<file path="src/rtl/my_associative_buffer_arbiter_pkg.sv">
// my_associative_buffer_arbiter_pkg: buffer ctrl codes and arbiter FSM encodings
`ifndef MY_ASSOCIATIVE_BUFFER_CTRL_WIDTH
`define MY_ASSOCIATIVE_BUFFER_CTRL_WIDTH 3
`endif
package my_associative_buffer_arbiter_pkg;
  localparam int CTRL_W = `MY_ASSOCIATIVE_BUFFER_CTRL_WIDTH;
  localparam logic [CTRL_W-1:0] CTRL_NOP  = CTRL_W'(0);
  localparam logic [CTRL_W-1:0] CTRL_CLR  = CTRL_W'(1);
  localparam logic [CTRL_W-1:0] CTRL_LOAD = CTRL_W'(2);
  localparam logic [CTRL_W-1:0] CTRL_INCR = CTRL_W'(3);
  localparam logic [CTRL_W-1:0] CTRL_DECR = CTRL_W'(4);
  localparam int STATE_W = 2;
  localparam logic [1:0] STATE_IDLE    = 2'd0;
  localparam logic [1:0] STATE_LOOKUP  = 2'd1;
  localparam logic [1:0] STATE_UPDATE  = 2'd2;
  localparam logic [1:0] STATE_RESPOND = 2'd3;
endpackage

</file>
<file path="src/rtl/my_associative_buffer_arbiter_rr.sv">
// my_round_robin_arbiter_2: 2-way combinational grant; MY_ASSOCIATIVE_BUFFER_ARBITER_PRIORITY_EN makes req0 win every tie
module my_round_robin_arbiter_2 (
  input  logic [1:0] req,
  input  logic       last,
  output logic [1:0] grant
);
`ifdef MY_ASSOCIATIVE_BUFFER_ARBITER_PRIORITY_EN
  always_comb grant = req[0] ? 2'b01 : req;
`else
  always_comb grant = &req ? (last ? 2'b01 : 2'b10) : req;
`endif
endmodule

</file>
<file path="src/rtl/my_associative_buffer_arbiter.sv">
// my_associative_buffer_arbiter: serialises two requesters onto one associative buffer (lookup, optional update, respond);
// MY_ASSOCIATIVE_BUFFER_ARBITER_PRIORITY_EN swaps round-robin for fixed req0 priority.
module my_associative_buffer_arbiter
  import my_associative_buffer_arbiter_pkg::*;
#(
  parameter int CTRL_WIDTH = CTRL_W,
  parameter int KEY_WIDTH  = 8,
  parameter int DATA_WIDTH = 8
) (
  input  logic                  clk,
  input  logic                  rst,
  input  logic                  req0_valid,
  input  logic [CTRL_WIDTH-1:0] req0_ctrl,
  input  logic [KEY_WIDTH-1:0]  req0_key,
  input  logic [DATA_WIDTH-1:0] req0_data,
  output logic                  req0_ready,
  output logic                  req0_done,
  input  logic                  req1_valid,
  input  logic [CTRL_WIDTH-1:0] req1_ctrl,
  input  logic [KEY_WIDTH-1:0]  req1_key,
  input  logic [DATA_WIDTH-1:0] req1_data,
  output logic                  req1_ready,
  output logic                  req1_done,
  output logic [DATA_WIDTH-1:0] rsp_data,
  output logic                  rsp_hit,
  output logic [CTRL_WIDTH-1:0] buf_ctrl,
  output logic [KEY_WIDTH-1:0]  buf_key,
  output logic [DATA_WIDTH-1:0] buf_data,
  input  logic [DATA_WIDTH-1:0] buf_data_out,
  input  logic                  buf_data_valid
);
  localparam logic [CTRL_WIDTH-1:0] NOP = CTRL_WIDTH'(CTRL_NOP);
  logic [STATE_W-1:0]    state_q, state_d;
  logic [CTRL_WIDTH-1:0] ctrl_q, ctrl_d;
  logic [KEY_WIDTH-1:0]  key_q, key_d;
  logic [DATA_WIDTH-1:0] data_q, data_d, rsp_data_q, rsp_data_d;
  logic                  rsp_hit_q, rsp_hit_d, win_q, win_d, last_q;
  logic [1:0]            grant;
  logic                  accept;
  my_round_robin_arbiter_2 u_arb (
    .req   ({req1_valid, req0_valid}),
    .last  (last_q),
    .grant (grant)
  );
  // rst gates accept so no ready pulse escapes while reset is held
  assign accept = rst && state_q == STATE_IDLE && |grant;
  always_comb begin
    ctrl_d     = accept ? (grant[1] ? req1_ctrl : req0_ctrl) : ctrl_q;
    key_d      = accept ? (grant[1] ? req1_key : req0_key) : key_q;
    data_d     = accept ? (grant[1] ? req1_data : req0_data) : data_q;
    win_d      = accept ? grant[1] : win_q;
    rsp_data_d = state_q == STATE_LOOKUP ? buf_data_out : rsp_data_q;
    rsp_hit_d  = state_q == STATE_LOOKUP ? buf_data_valid : rsp_hit_q;
    state_d    = accept ? STATE_LOOKUP :
                 state_q == STATE_LOOKUP ? (ctrl_q != NOP ? STATE_UPDATE : STATE_RESPOND) :
                 state_q == STATE_UPDATE ? STATE_RESPOND : STATE_IDLE;
  end
  always_ff @(posedge clk or negedge rst) begin
    if (!rst) begin
      state_q    <= STATE_IDLE;
      ctrl_q     <= NOP;
      key_q      <= '0;
      data_q     <= '0;
      win_q      <= 1'b0;
      rsp_data_q <= '0;
      rsp_hit_q  <= 1'b0;
    end else begin
      state_q    <= state_d;
      ctrl_q     <= ctrl_d;
      key_q      <= key_d;
      data_q     <= data_d;
      win_q      <= win_d;
      rsp_data_q <= rsp_data_d;
      rsp_hit_q  <= rsp_hit_d;
    end
  end
`ifdef MY_ASSOCIATIVE_BUFFER_ARBITER_PRIORITY_EN
  assign last_q = 1'b1;
`else
  logic last_d;
  always_comb last_d = accept ? grant[1] : last_q;
  always_ff @(posedge clk or negedge rst) begin
    if (!rst) last_q <= 1'b1;
    else last_q <= last_d;
  end
`endif
  assign req0_ready = accept && grant[0];
  assign req1_ready = accept && grant[1];
  assign req0_done  = state_q == STATE_RESPOND && !win_q;
  assign req1_done  = state_q == STATE_RESPOND && win_q;
  assign rsp_data   = rsp_data_q;
  assign rsp_hit    = rsp_hit_q;
  assign buf_ctrl   = state_q == STATE_UPDATE ? ctrl_q : NOP;
  assign buf_key    = key_q;
  assign buf_data   = data_q;
endmodule
</file>
<file path="config.mk">
export PLATFORM = sky130hd
export DESIGN_NAME = my_associative_buffer_arbiter
export DESIGN_NICKNAME = d
export VERILOG_FILES = /design/src/rtl/my_associative_buffer_arbiter_pkg.sv /design/src/rtl/my_associative_buffer_arbiter_rr.sv /design/src/rtl/my_associative_buffer_arbiter.sv
export SDC_FILE = /design/constraint.sdc
export NUM_CORES = 1
export LEC_CHECK = 0
export ABC_AREA = 1
export BUFFER_PORTS_ARGS = -buffer_cell sky130_fd_sc_hd__clkbuf_2
export CORE_MARGIN = 2
export CORE_UTILIZATION = 45
export CTS_CLUSTER_DIAMETER = 200
export DETAILED_ROUTE_END_ITERATION = 8
export PLACE_DENSITY_LB_ADDON = 0.08
export SYNTH_ARGS = -nofsm -noshare
export SYNTH_HDL_FRONTEND = slang
export SYNTH_HIERARCHICAL = 1
export SYNTH_SLANG_ARGS = --single-unit
</file>
<file path="constraint.sdc">
create_clock -name clk -period 1.7 [get_ports clk]
set_clock_uncertainty 0.2 [all_clocks]
set_input_delay 0.255 -clock clk [delete_from_list [all_inputs] [get_ports clk]]
set_output_delay 0.255 -clock clk [all_outputs]
set_load 0.01 [all_outputs]
</file>
==> impl_metrics.env <==
export IMPL_post_route_period_util_pct=101.0
export IMPL_synth_seq_cells=32
export IMPL_hold_viol=0
export IMPL_numPortBuffers=82
export IMPL_cp_depth=5
export IMPL_fmax_mhz=582.3
export IMPL_slowest_stage="dfrtp_1"
export IMPL_viasPerCell=4.492
export IMPL_reg2reg_slack_ns=0.07
export IMPL_die_w_um=64.74
export IMPL_hold_ws_ns=0.06243
export IMPL_final_common_cell="nand2_1"
export IMPL_worstPathCellList="inv_2 > ha_4 > nand2_8 > nor2_4 > buf_6"
export IMPL_crit_buf_inv=2
export IMPL_remaining_drc_errors=0
export IMPL_dp_hpwl_um=2641
export IMPL_place_ws_ns=0.02337
export IMPL_final_antenna_net_count=0
export IMPL_ys_seq_area_share_pct=48.30
export IMPL_dieArea_um2=4191
export IMPL_timing_rr_start="last_q$_DFFE_PN1P_"
export IMPL_synthCells=224
export IMPL_rr_worst_depth=8
export IMPL_cp_top_family="flip-flops"
export IMPL_setup_slack_ns=-0.01745
export IMPL_cp_start_kind="flip-flop"
export IMPL_final_cell_mix="nand2_1 (153), clkbuf_2 (79), dfrtp_1 (31)"
export IMPL_finalWeightedCongestion=0.6982
export IMPL_grt_max_degree=33
export IMPL_start_util_pct=46.04
export IMPL_htreeDepth=2
export IMPL_syn_num_nets=279
export IMPL_clkSinkCount=32
export IMPL_ys_warn_count=6
export IMPL_power_density_nw_per_um2=1517
export IMPL_num_rows=22
export IMPL_run_status="complete, but fails checks"
export IMPL_clk_pin_slew_worst_paths_ns=0.07
export IMPL_worst_slew_pin_slew_ns=0.4056
export IMPL_setup_viol=2
export IMPL_n_antenna_cell=0
export IMPL_path_class="reg2out"
export IMPL_end_kind="output pin"
export IMPL_rsz0062_at_grt="yes"
export IMPL_grt_use_total_pct=20.30
export IMPL_worstPathRequired_ns=1.24
export IMPL_grt_pass1_wl_um=6541
export IMPL_cap_violations=0
export IMPL_crit_path_end="req1_ready"
export IMPL_synth_cell_types=18
export IMPL_fp_coreArea_um2=3606
export IMPL_syn_area_um2=1660
export IMPL_critPathMaxStageDelay_ns=0.41
export IMPL_slew_headroom_pct=72.96
export IMPL_clk_latency_ns=0.28
export IMPL_p_leak_nw=1.482
export IMPL_wl_per_cell_um=11.52
export IMPL_io_pins=83
export IMPL_fin_crit_ns=1.717
export IMPL_grt_pass1_vias=1554
export IMPL_r2r_end="buf_data[0]$_DFFE_PN0P_"
export IMPL_crit_fanout=4
export IMPL_drv_slew=0
export IMPL_vdd_drop_max_mv=0.7028
export IMPL_cts_tree="yes"
export IMPL_cts_root_buf="clkbuf_8"
export IMPL_die_h_um=64.74
export IMPL_clk_path_buf_depth=2
export IMPL_numCtsBuffers=5
export IMPL_syn_avg_cell_area_um2=7.412
export IMPL_drive_gt1_share_pct=36.89
export IMPL_startpoint="state_q[1]$_DFF_PN0_"
export IMPL_failed_checks="negative setup slack"
export IMPL_dr_pass1_iters=4
export IMPL_vias=1689
export IMPL_worstPathArrival_ns=1.26
export IMPL_nets=383
export IMPL_hold_path_class="in2reg"
export IMPL_totalWireLength_um=4330
export IMPL_dr_first_iter_drc_count=63
export IMPL_syn_to_final_growth_pct=46.19
export IMPL_grt_overflow=0
export IMPL_antenna_found_initial=0
[logic make-up after synthesis]
logic type | Yosys count | share of synthesized area (%)
DFF | 32 | 48.30
buffers and inverters | 22 | 8.741
adders and majority gates | 4 | 3.014
and+or+nand+nor | 165 | 39.64
AOI/OAI and AO/OA | 1 | 0.3011
[sequential cells by signal, indices dropped and copies added (netlist names)]
| name | count |
|---|---|
| ctrl_q | 3 |
| buf_key | 8 |
| state_q | 2 |
| buf_data | 8 |
| rsp_data | 8 |
| last_q | 1 |
| win_q | 1 |
| rsp_hit | 1 |
[per-stage QoR]
stage          total power [mW]  cell area [um2]    TNS [ns]  std cells  utilization [%]
2_1_floorplan             2.242             1660           0        224                -
3_3_place_gp              2.730             2076           0        350            57.56
3_5_place_dp              2.762             2076           0        350            57.56
4_1_cts                   3.506             2327  -0.0007016        371            64.54
5_1_grt                   3.976             2427     -0.1043        376            67.31
6_report                  3.682             2427    -0.03476        376            67.31
[power breakdown]
group / switching, mW / internal, mW
clock network: 0.269 / 0.360
logic: 0.993 / 0.724
registers: 0.208 / 1.13
[Yosys cell counts, drive strengths merged]
cell | n | area [um2]
nand2 | 156 | 595.6
dfrtp | 31 | 775.7
inv | 13 | 48.79
buf | 9 | 96.34
nor2 | 7 | 52.55
ha | 4 | 50.05
nand3 | 2 | 10.01
a21oi | 1 | 5.000
dfstp | 1 | 26.28
[area by class of cell]
type	instances	area, um2
Fill cell	334	1179
Multi-Input combinational cell	172	809.5
Sequential cell	32	802.0
Timing Repair Buffer	104	610.6
Clock buffer	7	96.34
Tap cell	48	60.06
Inverter	13	48.80
[worst register-to-register path: stages (launching register included)]
cell and delay (ns):
dfstp_2 0.56, nand3_2 0.07, nand2_2 0.08, buf_4 0.11
buf_4 0.10, nor2_4 0.06, nor2_2 0.23, nand2_1 0.08
nand2_1 0.07
[metal layers]
layer | part of all wire, % | GRT usage (%) | vias up
met1 | 43 | 24.13 | 761
met4 | 0.42 | 7.979 | 0
met2 | 50 | 35.05 | 54
met5 | 0 | 0 | -
li1 | - | - | 872
met3 | 6.2 | 5.035 | 2
[how the worst min path moves through the flow]
stage,cells past startpoint,from,end
2_1_floorplan,0,rst,buf_data[0]$_DFFE_PN0P_
4_1_cts,5,req1_key[7],buf_key[7]$_DFFE_PN0P_
3_3_place_gp,2,rst,rsp_data[2]$_DFFE_PN0N_
6_report,5,req1_key[7],buf_key[7]$_DFFE_PN0P_
3_5_place_dp,2,rst,rsp_data[3]$_DFFE_PN0N_
5_1_grt,5,req0_data[0],buf_data[0]$_DFFE_PN0P_
[timing repair]
| item | CTS | global route |
|---|---|---|
| hold buffers | 10 | 0 |
| resized for setup | 9 | 13 |
| pin swaps | 4 | 6 |
| cloned | 0 | 2 |
| hold endpoints to repair | 40 | 0 |
| setup endpoints to repair | 2 | 28 |
| buffers inserted | 4 | 3 |
Note: power is estimated with default switching activity, not from simulation.
